## src/rtl/vram_arbiter_if.sv

```systemverilog
`default_nettype none
// ============================================================================
// Module   : vram_arbiter_if
// Brief    : Video, host, blitter, VRAM and perf-counter signals of vram_arbiter.
// Revision : 1.0
// ============================================================================
interface vram_arbiter_if #(
    parameter int ADDR_W = 16,
    parameter int DATA_W = 16
);
    logic              vid_blit_cycle_i;
    logic              vid_sel_i;
    logic [ADDR_W-1:0] vid_addr_i;

    logic              host_req_i;
    logic              host_wr_i;
    logic [ADDR_W-1:0] host_addr_i;
    logic [DATA_W-1:0] host_data_i;
    logic              host_ack_o;
    logic              host_rd_valid_o;
    logic [DATA_W-1:0] host_data_o;

    logic              blit_req_i;
    logic              blit_wr_i;
    logic [ADDR_W-1:0] blit_addr_i;
    logic [DATA_W-1:0] blit_data_i;
    logic              blit_ack_o;
    logic              blit_rd_valid_o;
    logic [DATA_W-1:0] blit_data_o;

    logic              vram_sel_o;
    logic              vram_wr_o;
    logic [ADDR_W-1:0] vram_addr_o;
    logic [DATA_W-1:0] vram_data_o;
    logic [DATA_W-1:0] vram_data_i;

    logic [15:0]       host_wait_cnt_o;
    logic [15:0]       blit_wait_cnt_o;
    logic              perf_clr_i;

    modport slave (
        input  vid_blit_cycle_i, vid_sel_i, vid_addr_i,
        input  host_req_i, host_wr_i, host_addr_i, host_data_i,
        output host_ack_o, host_rd_valid_o, host_data_o,
        input  blit_req_i, blit_wr_i, blit_addr_i, blit_data_i,
        output blit_ack_o, blit_rd_valid_o, blit_data_o,
        output vram_sel_o, vram_wr_o, vram_addr_o, vram_data_o,
        input  vram_data_i,
        output host_wait_cnt_o, blit_wait_cnt_o,
        input  perf_clr_i
    );

    modport master (
        output vid_blit_cycle_i, vid_sel_i, vid_addr_i,
        output host_req_i, host_wr_i, host_addr_i, host_data_i,
        input  host_ack_o, host_rd_valid_o, host_data_o,
        output blit_req_i, blit_wr_i, blit_addr_i, blit_data_i,
        input  blit_ack_o, blit_rd_valid_o, blit_data_o,
        input  vram_sel_o, vram_wr_o, vram_addr_o, vram_data_o,
        output vram_data_i,
        input  host_wait_cnt_o, blit_wait_cnt_o,
        output perf_clr_i
    );
endinterface
`default_nettype wire

```

## src/rtl/vram_arbiter.sv

```systemverilog
`default_nettype none
// ============================================================================
// Module   : vram_arbiter
// Brief    : Single-port VRAM sharing: video passthrough, round-robin host/blit.
//            Optional wait counters enabled by macro VRAM_ARB_PERF_EN.
// Revision : 1.0
// ============================================================================
module vram_arbiter #(
    parameter int ADDR_W = 16,
    parameter int DATA_W = 16
) (
    input  wire logic      clk,
    input  wire logic      reset_n_i,
    vram_arbiter_if.slave  bus
);

    typedef enum logic [0:0] {
        GNT_HOST = 1'b0,
        GNT_BLIT = 1'b1
    } gnt_e;

    gnt_e              last_grant_q, last_grant_d;
    logic              host_ack, blit_ack;
    logic              host_rd_pend_q, host_rd_cap_q;
    logic              blit_rd_pend_q, blit_rd_cap_q;
    logic [DATA_W-1:0] host_data_q, blit_data_q;

    // Acks are gated by reset so nothing is issued while reset is held.
    always_comb begin
        host_ack = 1'b0;
        blit_ack = 1'b0;
        if (reset_n_i && bus.vid_blit_cycle_i) begin
            if (bus.host_req_i && (!bus.blit_req_i || last_grant_q == GNT_BLIT))
                host_ack = 1'b1;
            else if (bus.blit_req_i)
                blit_ack = 1'b1;
        end
    end

    always_comb begin
        last_grant_d = last_grant_q;
        if (host_ack)
            last_grant_d = GNT_HOST;
        else if (blit_ack)
            last_grant_d = GNT_BLIT;
    end

    always_comb begin
        bus.vram_sel_o  = 1'b0;
        bus.vram_wr_o   = 1'b0;
        bus.vram_addr_o = '0;
        bus.vram_data_o = '0;
        if (!bus.vid_blit_cycle_i) begin
            bus.vram_sel_o  = bus.vid_sel_i & reset_n_i;
            bus.vram_addr_o = bus.vid_addr_i;
        end else if (host_ack) begin
            bus.vram_sel_o  = 1'b1;
            bus.vram_wr_o   = bus.host_wr_i;
            bus.vram_addr_o = bus.host_addr_i;
            bus.vram_data_o = bus.host_data_i;
        end else if (blit_ack) begin
            bus.vram_sel_o  = 1'b1;
            bus.vram_wr_o   = bus.blit_wr_i;
            bus.vram_addr_o = bus.blit_addr_i;
            bus.vram_data_o = bus.blit_data_i;
        end
    end

    // Read return: ack -> pend (VRAM data arrives) -> cap (data and valid visible).
    always_ff @(posedge clk or negedge reset_n_i) begin
        if (!reset_n_i) begin
            last_grant_q   <= GNT_BLIT;
            host_rd_pend_q <= 1'b0;
            host_rd_cap_q  <= 1'b0;
            host_data_q    <= '0;
            blit_rd_pend_q <= 1'b0;
            blit_rd_cap_q  <= 1'b0;
            blit_data_q    <= '0;
        end else begin
            last_grant_q   <= last_grant_d;
            host_rd_pend_q <= host_ack & ~bus.host_wr_i;
            host_rd_cap_q  <= host_rd_pend_q;
            blit_rd_pend_q <= blit_ack & ~bus.blit_wr_i;
            blit_rd_cap_q  <= blit_rd_pend_q;
            if (host_rd_pend_q)
                host_data_q <= bus.vram_data_i;
            if (blit_rd_pend_q)
                blit_data_q <= bus.vram_data_i;
        end
    end

    assign bus.host_ack_o      = host_ack;
    assign bus.blit_ack_o      = blit_ack;
    assign bus.host_rd_valid_o = host_rd_cap_q;
    assign bus.blit_rd_valid_o = blit_rd_cap_q;
    assign bus.host_data_o     = host_data_q;
    assign bus.blit_data_o     = blit_data_q;

`ifdef VRAM_ARB_PERF_EN
    logic [15:0] host_wait_q, blit_wait_q;

    always_ff @(posedge clk or negedge reset_n_i) begin
        if (!reset_n_i) begin
            host_wait_q <= 16'h0000;
            blit_wait_q <= 16'h0000;
        end else if (bus.perf_clr_i) begin
            host_wait_q <= 16'h0000;
            blit_wait_q <= 16'h0000;
        end else begin
            if (bus.host_req_i && !host_ack && host_wait_q != 16'hFFFF)
                host_wait_q <= host_wait_q + 16'd1;
            if (bus.blit_req_i && !blit_ack && blit_wait_q != 16'hFFFF)
                blit_wait_q <= blit_wait_q + 16'd1;
        end
    end

    assign bus.host_wait_cnt_o = host_wait_q;
    assign bus.blit_wait_cnt_o = blit_wait_q;
`else
    logic unused_perf_clr;
    assign unused_perf_clr     = bus.perf_clr_i;
    assign bus.host_wait_cnt_o = 16'h0000;
    assign bus.blit_wait_cnt_o = 16'h0000;
`endif

endmodule
`default_nettype wire

```

## src/flat_wrapper.sv

```systemverilog
// flat-port wrapper written by rule: the top's interface ports become plain ports
module vram_arbiter_flat 
#(
    parameter int ADDR_W = 16,
    parameter int DATA_W = 16
)
  (clk, reset_n_i, bus_vid_blit_cycle_i, bus_vid_sel_i, bus_vid_addr_i, bus_host_req_i, bus_host_wr_i, bus_host_addr_i, bus_host_data_i, bus_host_ack_o, bus_host_rd_valid_o, bus_host_data_o, bus_blit_req_i, bus_blit_wr_i, bus_blit_addr_i, bus_blit_data_i, bus_blit_ack_o, bus_blit_rd_valid_o, bus_blit_data_o, bus_vram_sel_o, bus_vram_wr_o, bus_vram_addr_o, bus_vram_data_o, bus_vram_data_i, bus_host_wait_cnt_o, bus_blit_wait_cnt_o, bus_perf_clr_i);
  vram_arbiter_if #(.ADDR_W(ADDR_W), .DATA_W(DATA_W)) bus_i ();
  input  wire logic clk;
  input  wire logic reset_n_i;
  input wire logic [$bits(bus_i.vid_blit_cycle_i)-1:0] bus_vid_blit_cycle_i;
  input wire logic [$bits(bus_i.vid_sel_i)-1:0] bus_vid_sel_i;
  input wire logic [$bits(bus_i.vid_addr_i)-1:0] bus_vid_addr_i;
  input wire logic [$bits(bus_i.host_req_i)-1:0] bus_host_req_i;
  input wire logic [$bits(bus_i.host_wr_i)-1:0] bus_host_wr_i;
  input wire logic [$bits(bus_i.host_addr_i)-1:0] bus_host_addr_i;
  input wire logic [$bits(bus_i.host_data_i)-1:0] bus_host_data_i;
  output wire logic [$bits(bus_i.host_ack_o)-1:0] bus_host_ack_o;
  output wire logic [$bits(bus_i.host_rd_valid_o)-1:0] bus_host_rd_valid_o;
  output wire logic [$bits(bus_i.host_data_o)-1:0] bus_host_data_o;
  input wire logic [$bits(bus_i.blit_req_i)-1:0] bus_blit_req_i;
  input wire logic [$bits(bus_i.blit_wr_i)-1:0] bus_blit_wr_i;
  input wire logic [$bits(bus_i.blit_addr_i)-1:0] bus_blit_addr_i;
  input wire logic [$bits(bus_i.blit_data_i)-1:0] bus_blit_data_i;
  output wire logic [$bits(bus_i.blit_ack_o)-1:0] bus_blit_ack_o;
  output wire logic [$bits(bus_i.blit_rd_valid_o)-1:0] bus_blit_rd_valid_o;
  output wire logic [$bits(bus_i.blit_data_o)-1:0] bus_blit_data_o;
  output wire logic [$bits(bus_i.vram_sel_o)-1:0] bus_vram_sel_o;
  output wire logic [$bits(bus_i.vram_wr_o)-1:0] bus_vram_wr_o;
  output wire logic [$bits(bus_i.vram_addr_o)-1:0] bus_vram_addr_o;
  output wire logic [$bits(bus_i.vram_data_o)-1:0] bus_vram_data_o;
  input wire logic [$bits(bus_i.vram_data_i)-1:0] bus_vram_data_i;
  output wire logic [$bits(bus_i.host_wait_cnt_o)-1:0] bus_host_wait_cnt_o;
  output wire logic [$bits(bus_i.blit_wait_cnt_o)-1:0] bus_blit_wait_cnt_o;
  input wire logic [$bits(bus_i.perf_clr_i)-1:0] bus_perf_clr_i;
  assign bus_i.vid_blit_cycle_i = bus_vid_blit_cycle_i;
  assign bus_i.vid_sel_i = bus_vid_sel_i;
  assign bus_i.vid_addr_i = bus_vid_addr_i;
  assign bus_i.host_req_i = bus_host_req_i;
  assign bus_i.host_wr_i = bus_host_wr_i;
  assign bus_i.host_addr_i = bus_host_addr_i;
  assign bus_i.host_data_i = bus_host_data_i;
  assign bus_host_ack_o = bus_i.host_ack_o;
  assign bus_host_rd_valid_o = bus_i.host_rd_valid_o;
  assign bus_host_data_o = bus_i.host_data_o;
  assign bus_i.blit_req_i = bus_blit_req_i;
  assign bus_i.blit_wr_i = bus_blit_wr_i;
  assign bus_i.blit_addr_i = bus_blit_addr_i;
  assign bus_i.blit_data_i = bus_blit_data_i;
  assign bus_blit_ack_o = bus_i.blit_ack_o;
  assign bus_blit_rd_valid_o = bus_i.blit_rd_valid_o;
  assign bus_blit_data_o = bus_i.blit_data_o;
  assign bus_vram_sel_o = bus_i.vram_sel_o;
  assign bus_vram_wr_o = bus_i.vram_wr_o;
  assign bus_vram_addr_o = bus_i.vram_addr_o;
  assign bus_vram_data_o = bus_i.vram_data_o;
  assign bus_i.vram_data_i = bus_vram_data_i;
  assign bus_host_wait_cnt_o = bus_i.host_wait_cnt_o;
  assign bus_blit_wait_cnt_o = bus_i.blit_wait_cnt_o;
  assign bus_i.perf_clr_i = bus_perf_clr_i;
  vram_arbiter #(.ADDR_W(ADDR_W), .DATA_W(DATA_W)) u_core (.clk(clk), .reset_n_i(reset_n_i), .bus(bus_i));
endmodule
```

## config.mk

```make
export PLATFORM = sky130hd
export DESIGN_NAME = vram_arbiter_flat
export DESIGN_NICKNAME = d
export VERILOG_FILES = /design/src/rtl/vram_arbiter_if.sv /design/src/rtl/vram_arbiter.sv /design/src/flat_wrapper.sv
export SDC_FILE = /design/constraint.sdc
export NUM_CORES = 1
export LEC_CHECK = 0
export CAP_MARGIN = 30
export CORE_UTILIZATION = 27
export DETAILED_ROUTE_END_ITERATION = 6
export PLACE_DENSITY = 0.72
export SLEW_MARGIN = 20
export SYNTH_ARGS = -nofsm -noshare
export SYNTH_HDL_FRONTEND = slang
export SYNTH_SLANG_ARGS = --single-unit
```

## constraint.sdc

```tcl
create_clock -name clk -period 1.3 [get_ports clk]
set_input_delay 0.26 -clock clk [delete_from_list [all_inputs] [get_ports clk]]
set_output_delay 0.26 -clock clk [all_outputs]
set_load 0.02 [all_outputs]
```

==> results.md, run 1 <==
- CP Max Fanout: 7
- Gpl congestion: between 0.8 and 0.9
- Synth top area share: 0.416
- Status: finished, violations left
- Vias in the first global route: 2,083
- Syn Area/Cell: 12.4 um^2
- Reg clk slew, reported paths: about 0.07 ns
- H-Tree Depth: 2
- Setup violators final: 35
- Cells after Synth: ~180
- Final cycle utilization of the critical path: 1.49
- Row cnt: 32
- Area Growth Syn to Fin: 96.4%
- Commonest cells after routing, fill and taps aside: clkdlybuf4s50_1 (98), buf_6 (40), dlygate4sd2_1 (36), dfrtp_1 (36)
- Number of buffers created by CTS: 5
- Clock Tree Root: clkbuf_8
- Cell type with the largest total area after synthesis: dfrtp_1
- Fin crit period: approximately 1.9 ns
- Die height: between 90 and 100 um
- Hpwl dp: 5240 um
- Core box area: approximately 7700 um^2
- Data required, critical path: about 1.0 ns
- DRC: 0
- Area contributors post-synth: dfrtp_1 (42%), mux2_2 (17%), buf_4 (11%)
- RSZ-0062 raised after global routing: true
- Die Area: approximately 8400 um^2
- Max Cap Violations: 0
- Fmax: approximately 520 MHz
- Via density: 4.42
- Overflow after GRT: 0
- Global Route Usage Sum: 0.161
- I/O pin count: about 210
- WL final: 6960 um
- Peak VDD IR: roughly 0.57 mV
- Total number of yosys warnings: 0
- PwrDens: approximately 1100 nW/um^2
- Multi-input logic area: around 1100 um^2
- Largest net degree at the start of global routing: 38
- CTS sink count: 37
- Iter 0 DRT Violations: 38
- Design Power: between 4 and 5 mW
- R2r setup slk: approximately 0.040 ns
- Max stage delay on crit path: 0.57 ns
- Synthesized area: roughly 2200 um^2
- Ant. Diodes: 0
- Initial antenna violation count: 0
- Port-buffer cells: around 170
- Violated checks: setup timing
- Critical path launch point type: flip-flop
- Die W: 91.6 um
- Worst Path Arrival: around 1.7 ns
- TritonCTS clock tree: done
- Pleak: ~2.0 nW
- Most common library cell in the layout ignoring fill and taps: clkdlybuf4s50_1
- Hold Path Class: primary input to async pin
- CP Capture Type: primary output
- Final WS setup: -0.633 ns
- Starting Density: 0.280
- Seq cells post-synth: 37
- Clock Skew: between 0.003 and 0.004 ns
- Wire per inst: between 10 and 15 um
- Layout cells sized above 1: 0.314
- Pre-antenna DRT Iters: 4
- Slowest-stage cell, CP: dfstp_2
- Skew-Pair Late Insertion Delay: ~0.28 ns
- Cell Chain, Critical Path: a21oi_4 -> buf_12 -> buf_16 -> a221o_1 -> buf_6
- DRT antenna net count: 0
- Yosys cell types: 21
- WS Path Type: flip-flop to primary output
- First-pass GRT wire length: 10,500 um
- Clock Tree Buf Depth: 2
- Layout Nets: 467
- Fin. max-slew vios: 0
- DR vias: between 2,000 and 2,500
- Seq. cell area: between 900 and 1000 um^2
- Seq/Total Area, Yosys: 0.428
- Hold_ws: about 0.12 ns
- Final hold vios: 0
- Fillers: between 600 and 700
per-stage QoR:
step	utilization	instance area [um^2]	instances	worst slack, ns	setup TNS, ns
floorplan	-	2360	206	-0.200	-5.40
global placement	0.515	3980	448	-1.09	-37.87
detailed placement	0.515	3980	448	-1.10	-38.70
CTS	0.553	4270	466	-0.651	-21.42
global route	0.550	4250	465	-0.679	-22.19
finish	0.550	4250	465	-0.633	-20.45
flip-flops by register name (all words and copies together), names as in the netlist:
| signal | cells |
|---|---|
| u_core.bus.host_data_o | 16 |
| u_core.host_rd_pend_q | 1 |
| u_core.bus.blit_data_o | 16 |
| u_core.bus.host_rd_valid_o | 1 |
| u_core.bus.blit_rd_valid_o | 1 |
| u_core.blit_rd_pend_q | 1 |
| u_core.last_grant_q | 1 |
worst paths after layout:
path	from	end	depth (start not counted)
worst max-delay path	u_core.last_grant_q	bus_vram_addr_o[15]	5
worst min-delay path	reset_n_i	u_core.blit_rd_pend_q	2
worst max register to register	u_core.last_grant_q	u_core.host_rd_pend_q	5
worst min register to register	u_core.bus.host_data_o[6]	u_core.bus.host_data_o[6]	1
max in group asynchronous	reset_n_i	u_core.last_grant_q	2
min in group clk	reset_n_i	u_core.last_grant_q	3
cells by family (layout without fill, tap and decap cells):
family          after synthesis  in the layout  share of synthesized area
mux                          32             32                      0.166
simple gates                 22             22                     0.0786
buf+inv                      45            202                      0.161
flops                        37             37                      0.428
other cells                   1             32                    0.00173
compound gates               38             38                      0.165
per-layer routing:
| layer | GRT usage | part of all wire | wire (um) | vias up |
|---|---|---|---|---|
| li1 | - | - | - | 952 |
| met1 | 0.173 | 0.38 | 2650 | 975 |
| met2 | 0.313 | 0.53 | 3680 | 119 |
| met3 | 0.0377 | 0.081 | 564 | 8 |
| met4 | 0.0357 | 0.0095 | 66 | 0 |
| met5 | 0 | 0 | 0 | - |
final cells by class:
| type | count | share of cell area |
|---|---|---|
| Timing Repair Buffer | 193 | 0.465 |
| Multi-Input combinational cell | 124 | 0.253 |
| Sequential cell | 37 | 0.218 |
| Tap cell | 102 | 0.0300 |
| Clock buffer | 5 | 0.0162 |
| Clock inverter | 3 | 0.0162 |
| Inverter | 1 | 0.00147 |
cells in the mapped netlist:
master    n
a21oi_1   1
a21oi_4   2
a221o_1  16
a22o_1   17
and2b_1  12
and2b_4   2
buf_2     5
buf_4    32
buf_6     7
conb_1    1
dfrtp_1  36
dfstp_2   1
inv_1     1
mux2_2   32
nand2_1   1
nand3_2   1
nand3_4   1
nor2_1    1
nor2b_1   4
o21ai_0   1
o21ai_1   1
report_power, final:
group          internal [mW]  switching [mW]  leakage [nW]  total [mW]
Clock                  0.772           0.404        0.0687        1.18
Sequential              1.44           0.135         0.452        1.58
Combinational           1.04           0.959          1.45        1.99
critical path, delay by kind of cell, from the launching register on:
kind	cells	cell delay [ns]
flip-flops	1	0.57
buffers and inverters	3	0.42
AO/OA/AOI/OAI	2	0.41
repair_timing:
item,4_1_cts,5_1_grt
setup buffers,7,0
gates cloned,4,0
pin swaps,24,0
setup endpoints to repair,70,37
hold buffers,0,0
resized for setup,261,7
Power figures use the tool's default switching activity.
==> inputs of run 2 (changes only) <==
--- a/config.mk
+++ b/config.mk
@@ -5,8 +5,11 @@
 export SDC_FILE = /design/constraint.sdc
 export NUM_CORES = 1
 export LEC_CHECK = 0
+export ABC_AREA = 1
 export CAP_MARGIN = 30
-export CORE_UTILIZATION = 27
+export CELL_PAD_IN_SITES_DETAIL_PLACEMENT = 0
+export CELL_PAD_IN_SITES_GLOBAL_PLACEMENT = 2
+export CORE_UTILIZATION = 14
 export DETAILED_ROUTE_END_ITERATION = 6
 export PLACE_DENSITY = 0.72
 export SLEW_MARGIN = 20
==> results.md, run 2 <==
- Hold Path Class: primary input to async pin
- Max Cap Violations: 0 (unchanged)
- Design Power: 4.73 mW (-0.31%)
- Iter 0 DRT Violations: 60 (+58%)
- Vias in the first global route: 2,494 (+20%)
- Seq/Total Area, Yosys: 0.398 (-0.0305)
- Largest net degree at the start of global routing: 38 (unchanged)
- Gpl congestion: 0.714 (-14%)
- Fin. max-slew vios: 0 (unchanged)
- TritonCTS clock tree: done
- First-pass GRT wire length: 13,200 um (+25%)
- Clock Tree Root: clkbuf_16
- Post-synth top cells: nand3_1 (51), nand2_1 (42), buf_4 (41)
- Seq cells post-synth: 37 (unchanged)
- Clock Skew: 0.00495 ns (+0.000985 ns)
- Cell type with the largest total area after synthesis: dfrtp_1
- Row cnt: 46 (+44%)
- Fmax: 568 MHz (+9.9%)
- WS Path Type: flip-flop to primary output
- Violated checks: setup timing
- Final hold vios: 0 (unchanged)
- Most numerous cell in the Yosys netlist: nand3_1
- EDFF count, synth: 0 (unchanged)
- DR vias: 2,465 (+20%)
- Final cycle utilization of the critical path: 1.35 (-0.134)
- DRT antenna net count: 0 (unchanged)
- CP Capture Type: primary output
- Ant. Diodes: 0 (unchanged)
- Die height: 131 um (+43%)
- Layout cells sized above 1: 0.402 (+0.0882)
- Most common library cell in the layout ignoring fill and taps: clkdlybuf4s50_1
- Final core utilization: 0.301 (-0.249)
- Reg clk slew, reported paths: 0.06 ns (about the same)
- Initial antenna violation count: 0 (unchanged)
- Syn Area/Cell: 9.29 um^2 (-25%)
- CP Max Fanout: 11 (+4)
- Port-buffer cells: 173 (unchanged)
- Yosys cell types: 22 (+4.8%)
- Cells after Synth: 251 (+43%)
- RSZ-0062 raised after global routing: true
- Global Route Usage Sum: 0.0995 (-0.0613)
- Skew-Pair Late Insertion Delay: 0.27 ns (about the same)
- Worst Path Arrival: 1.50 ns (-0.17 ns)
- Hpwl dp: 6640 um (+27%)
- Critical path launch point type: flip-flop
- Die Area: 17,200 um^2 (+100%)
- Pleak: 2.29 nW (+16%)
- Core box area: 16,100 um^2 (+110%)
- Overflow after GRT: 0 (unchanged)
- Synth top area share: 0.386 (-0.0297)
- Die W: 131 um (+43%)
- Wire per inst: 13.4 um (-10%)
- Number of buffers created by CTS: 5 (unchanged)
- Pre-antenna DRT Iters: 4 (unchanged)
- WL final: 8810 um (+26%)
- Starting Density: 0.145 (-0.135)
- Area Growth Syn to Fin: 107%
- DRC: 0 (unchanged)
- Fin crit period: 1.76 ns (-0.174 ns)
- Status: finished, violations left
- R2r setup slk: 0 ns (-0.04 ns)
- CTS sink count: 37 (unchanged)
- Via density: 3.76 (-15%)
- Data required, critical path: 1.04 ns (about the same)
- Commonest cells after routing, fill and taps aside: clkdlybuf4s50_1 (99), dlygate4sd2_1 (36), dfrtp_1 (36)
- H-Tree Depth: 2 (unchanged)
- Clock Tree Buf Depth: 2 (unchanged)
- I/O pin count: 207 (unchanged)
- Layout Nets: 544 (+16%)
- PwrDens: 978 nW/um^2 (-12%)
- Total number of yosys warnings: 0 (unchanged)
- Area contributors post-synth: dfrtp_1 (39%), mux2_2 (15%), buf_4 (13%)
- Setup WS pre-CTS: -0.994 ns (+0.106 ns)
- Setup violators final: 37 (+5.7%)
- Post-synth ARST share: 1.00 (unchanged)
- Main synth FF type: dfrtp_1
- Peak VDD IR: 0.564 mV (-0.71%)
- Final WS setup: -0.460 ns (+0.174 ns)
- Synthesized area: 2330 um^2 (+7.7%)
==> run 2: final timing paths <==
kind	start	end	depth (start not counted)
max	u_core.last_grant_q	bus_vram_addr_o[2]	7
min	reset_n_i	u_core.blit_rd_pend_q	3
max reg2reg	u_core.last_grant_q	u_core.last_grant_q	8
min reg2reg	u_core.bus.blit_data_o[15]	u_core.bus.blit_data_o[15]	1
max in group asynchronous	reset_n_i	u_core.last_grant_q	3
min in group clk	u_core.bus.blit_data_o[15]	u_core.bus.blit_data_o[15]	1
==> run 2: area by class of cell <==
type	instances	area, um^2
clock buffers	5	125
clock inverters	3	17.5
fillers	1708	11200
inverters	7	43.8
multi-input cells	190	1460
flip-flops and latches	37	927
well taps	216	270
repair buffers	195	1940
repair inverters	3	48.8
==> run 2: what timing repair did <==
action                     4_1_cts  5_1_grt
setup endpoints to repair       71       38
gates cloned                     4        0
buffers inserted                 2        2
pin swaps                       12        4
resized for setup              253       39
hold buffers                     0        0
==> run 2: worst max-delay path: stages (launching register included) <==
cell,delay [ns]
dfstp_2,0.53
inv_2,0.04
nand2_4,0.09
nand2_4,0.08
buf_6,0.16
nand3_1,0.08
nand3_2,0.06
buf_2,0.16
==> run 2: through the flow <==
step	hold WS (ns)	setup TNS (ns)	instance area, um^2	std cells
detailed placement	0.495	-35.38	4430	641
global placement	0.489	-34.98	4430	641
global route	0.255	-18.02	4840	656
CTS	0.229	-18.27	4650	655
floorplan	-0.0356	-1.87	2610	282
finish	0.202	-15.66	4840	656
==> run 2: cell families (layout without fill, tap and decap cells) <==
kind of cell / after synthesis / after routing / synth area share
other: 1 / 32 / 0.00161
flip-flops: 37 / 37 / 0.398
AND/OR/NAND/NOR: 125 / 125 / 0.276
multiplexers: 32 / 32 / 0.155
AO/OA/AOI/OAI: 1 / 1 / 0.00214
buffers and inverters: 55 / 213 / 0.168
==> run 2: power by group <==
group | internal, mW | switching, mW | leakage, nW
clock | 0.702 | 0.452 | 0.0696
combinational | 0.979 | 1.06 | 1.77
sequential | 1.42 | 0.118 | 0.453
==> run 2: layer usage <==
layer  vias up  global-route usage  part of all wire
met4         0              0.0101            0.0017
li1       1174                   -                 -
met2       125               0.195              0.54
met1      1164               0.113              0.39
met5         -                   0                 0
met3         2              0.0195             0.070
==> inputs of run 3 (changes only) <==
--- a/config.mk
+++ b/config.mk
@@ -5,13 +5,12 @@
 export SDC_FILE = /design/constraint.sdc
 export NUM_CORES = 1
 export LEC_CHECK = 0
-export ABC_AREA = 1
 export CAP_MARGIN = 30
 export CELL_PAD_IN_SITES_DETAIL_PLACEMENT = 0
 export CELL_PAD_IN_SITES_GLOBAL_PLACEMENT = 2
 export CORE_UTILIZATION = 14
 export DETAILED_ROUTE_END_ITERATION = 6
-export PLACE_DENSITY = 0.72
+export PLACE_DENSITY = 0.71
 export SLEW_MARGIN = 20
 export SYNTH_ARGS = -nofsm -noshare
 export SYNTH_HDL_FRONTEND = slang
==> results.md, run 3 (synthesis gave the netlist of run 1 again) <==
- Max stage delay on crit path: 0.57 ns (+0.04 ns)
- Setup WS pre-CTS: -1.20 ns (-0.211 ns)
- Area Growth Syn to Fin: 108%
- Pre-antenna DRT Iters: 4 (unchanged)
- Fin. max-slew vios: 0 (unchanged)
- I/O pin count: 207 (unchanged)
- Final WS setup: -0.669 ns (-0.209 ns)
- Die W: 126 um (-3.6%)
- Reg clk slew, reported paths: 0.05 ns (about the same)
- Row cnt: 45 (-2.2%)
- WS Path Type: flip-flop to primary output
- Clock Tree Buf Depth: 2 (unchanged)
- Global Route Usage Sum: 0.104 (+0.00470)
- First-pass GRT wire length: 12,400 um (-5.7%)
- Met2 usage: 0.188 (-0.00697)
- Initial antenna violation count: 0 (unchanged)
- Wire per inst: 15.2 um (+13%)
- R2r setup slk: -0.02 ns (-0.02 ns)
- TritonCTS clock tree: done
- Fillers: 1,600 (-6.3%)
- Fin crit period: 1.97 ns (+0.209 ns)
- Non-Filler Instances: 555 (-15%)
- DRT antenna net count: 0 (unchanged)
- Pleak: 2.03 nW (-11%)
- Fmax: 508 MHz (-11%)
- Reg2Reg Depth: 5 (-3)
- Critical path launch point type: flip-flop
- Most common library cell in the layout ignoring fill and taps: clkdlybuf4s50_1
- CP Max Fanout: 8 (-3)
- Layout cells sized above 1: 0.324 (-0.0780)
- Die Area: 16,000 um^2 (-7.0%)
- GRT met3 Usage: 0.0291 (+0.00962)
- Bufs and invs on worst path: 4 (+1)
- Die height: 126 um (-3.6%)
- Vias in the first global route: 2,135 (-14%)
- WL final: 8430 um (-4.3%)
- Violated checks: setup timing
- Iter 0 DRT Violations: 58 (-3.3%)
- CP Capture Type: primary output
- Setup violators final: 36 (-2.7%)
- Starting Density: 0.143 (-0.00224)
- Met1 GRT Util: 0.123 (+0.00993)
- CTS sink count: 37 (unchanged)
- Slowest-stage cell, CP: dfstp_2
- Overflow after GRT: 0 (unchanged)
- Status: finished, violations left
- DR vias: 2,107 (-15%)
- Number of buffers created by CTS: 5 (unchanged)
- Gpl congestion: 0.693 (-3.0%)
- Worst Path Arrival: 1.71 ns (+0.21 ns)
- Ant. Diodes: 0 (unchanged)
- DP Cell Count: 536 (-16%)
- H-Tree Depth: 2 (unchanged)
- Cell Chain, Critical Path: a21oi_4 -> buf_6 -> buf_12 -> buf_4 -> a22o_4 -> buf_6
- Commonest cells after routing, fill and taps aside: clkdlybuf4s50_1 (98), buf_6 (41), dlygate4sd2_1 (37)
- Launch point of the worst reg-to-reg path: u_core.last_grant_q
- CP most frequent cell: buf_6
- Final cycle utilization of the critical path: 1.51 (+0.161)
- Hpwl dp: 6290 um (-5.2%)
- Skew-Pair Late Insertion Delay: 0.28 ns (about the same)
- RR Endpoint: u_core.blit_rd_pend_q
- Port-buffer cells: 173 (unchanged)
- Hold Path Class: primary input to async pin
- Largest delay share family, worst path: flip-flops
- RSZ-0062 raised after global routing: true
- Peak VDD IR: 0.560 mV (-0.74%)
- Final hold vios: 0 (unchanged)
- Largest net degree at the start of global routing: 38 (unchanged)
- Via density: 3.80 (+1.0%)
- Data required, critical path: 1.04 ns (about the same)
- Core box area: 15,100 um^2 (-5.7%)
- PwrDens: 1120 nW/um^2 (+14%)
- GR peak layer: met2
- Clock Skew: 0.00533 ns (+0.000380 ns)
- DRC: 0 (unchanged)
- Max Cap Violations: 0 (unchanged)
- Layout Nets: 471 (-13%)
- Hold Buf Count CTS: 0 (unchanged)
- Clock Tree Root: clkbuf_16
- Final core utilization: 0.297 (-0.00392)
- CP Depth: 6 (-1)
[run 3: worst max path at each step]
stage,start,endpoint
floorplan,u_core.last_grant_q,bus_vram_addr_o[14]
global placement,bus_vid_blit_cycle_i,bus_vram_addr_o[3]
detailed placement,bus_vid_blit_cycle_i,bus_vram_data_o[11]
CTS,u_core.last_grant_q,bus_vram_data_o[11]
global route,u_core.last_grant_q,bus_vram_addr_o[8]
finish,u_core.last_grant_q,bus_vram_data_o[7]
[run 3: what timing repair did]
action                     in CTS  in global routing
buffers inserted                8                  1
gates resized for setup       255                 15
cloned                          4                  0
setup endpoints to repair      71                 38
pin swaps                      25                  9
[run 3: per-stage QoR]
| stage | hold slack, ns | cell area (um^2) | TNS, ns | power, mW |
|---|---|---|---|---|
| 3_5_place_dp | 0.495 | 4140 | -41.14 | 3.77 |
| 5_1_grt | 0.276 | 4500 | -22.92 | 5.33 |
| 3_3_place_gp | 0.488 | 4140 | -40.93 | 3.75 |
| 4_1_cts | 0.245 | 4500 | -22.06 | 5.12 |
| 2_1_floorplan | -0.0356 | 2360 | -5.40 | 2.65 |
| 6_report | 0.216 | 4500 | -20.63 | 5.03 |
[run 3: layout make-up]
type	count	area [um^2]	area share
Timing Repair Buffer	197	2080	0.462
Multi-Input combinational cell	124	1080	0.240
Sequential cell	37	927	0.206
Tap cell	188	235	0.0522
Clock buffer	6	139	0.0308
Clock inverter	2	37.5	0.00834
Inverter	1	3.75	0.000834
[run 3: per-layer routing]
| layer | routed length (um) | vias to the layer above |
|---|---|---|
| met4 | 36 | 0 |
| met3 | 667 | 4 |
| met5 | 0 | - |
| li1 | - | 960 |
| met2 | 4250 | 144 |
| met1 | 3480 | 999 |
[run 3: worst reg2reg max path, delay by kind of cell, from the launching register on]
kind / cells / cell delay, ns
AO/OA/AOI/OAI: 1 / 0.07
buffers and inverters: 3 / 0.43
flip-flops: 1 / 0.57
AND/OR/NAND/NOR: 1 / 0.14
[run 3: report_power, final]
| group | internal (mW) | switching, mW |
|---|---|---|
| Sequential | 1.44 | 0.132 |
| Combinational | 1.05 | 0.990 |
| Clock | 0.956 | 0.455 |
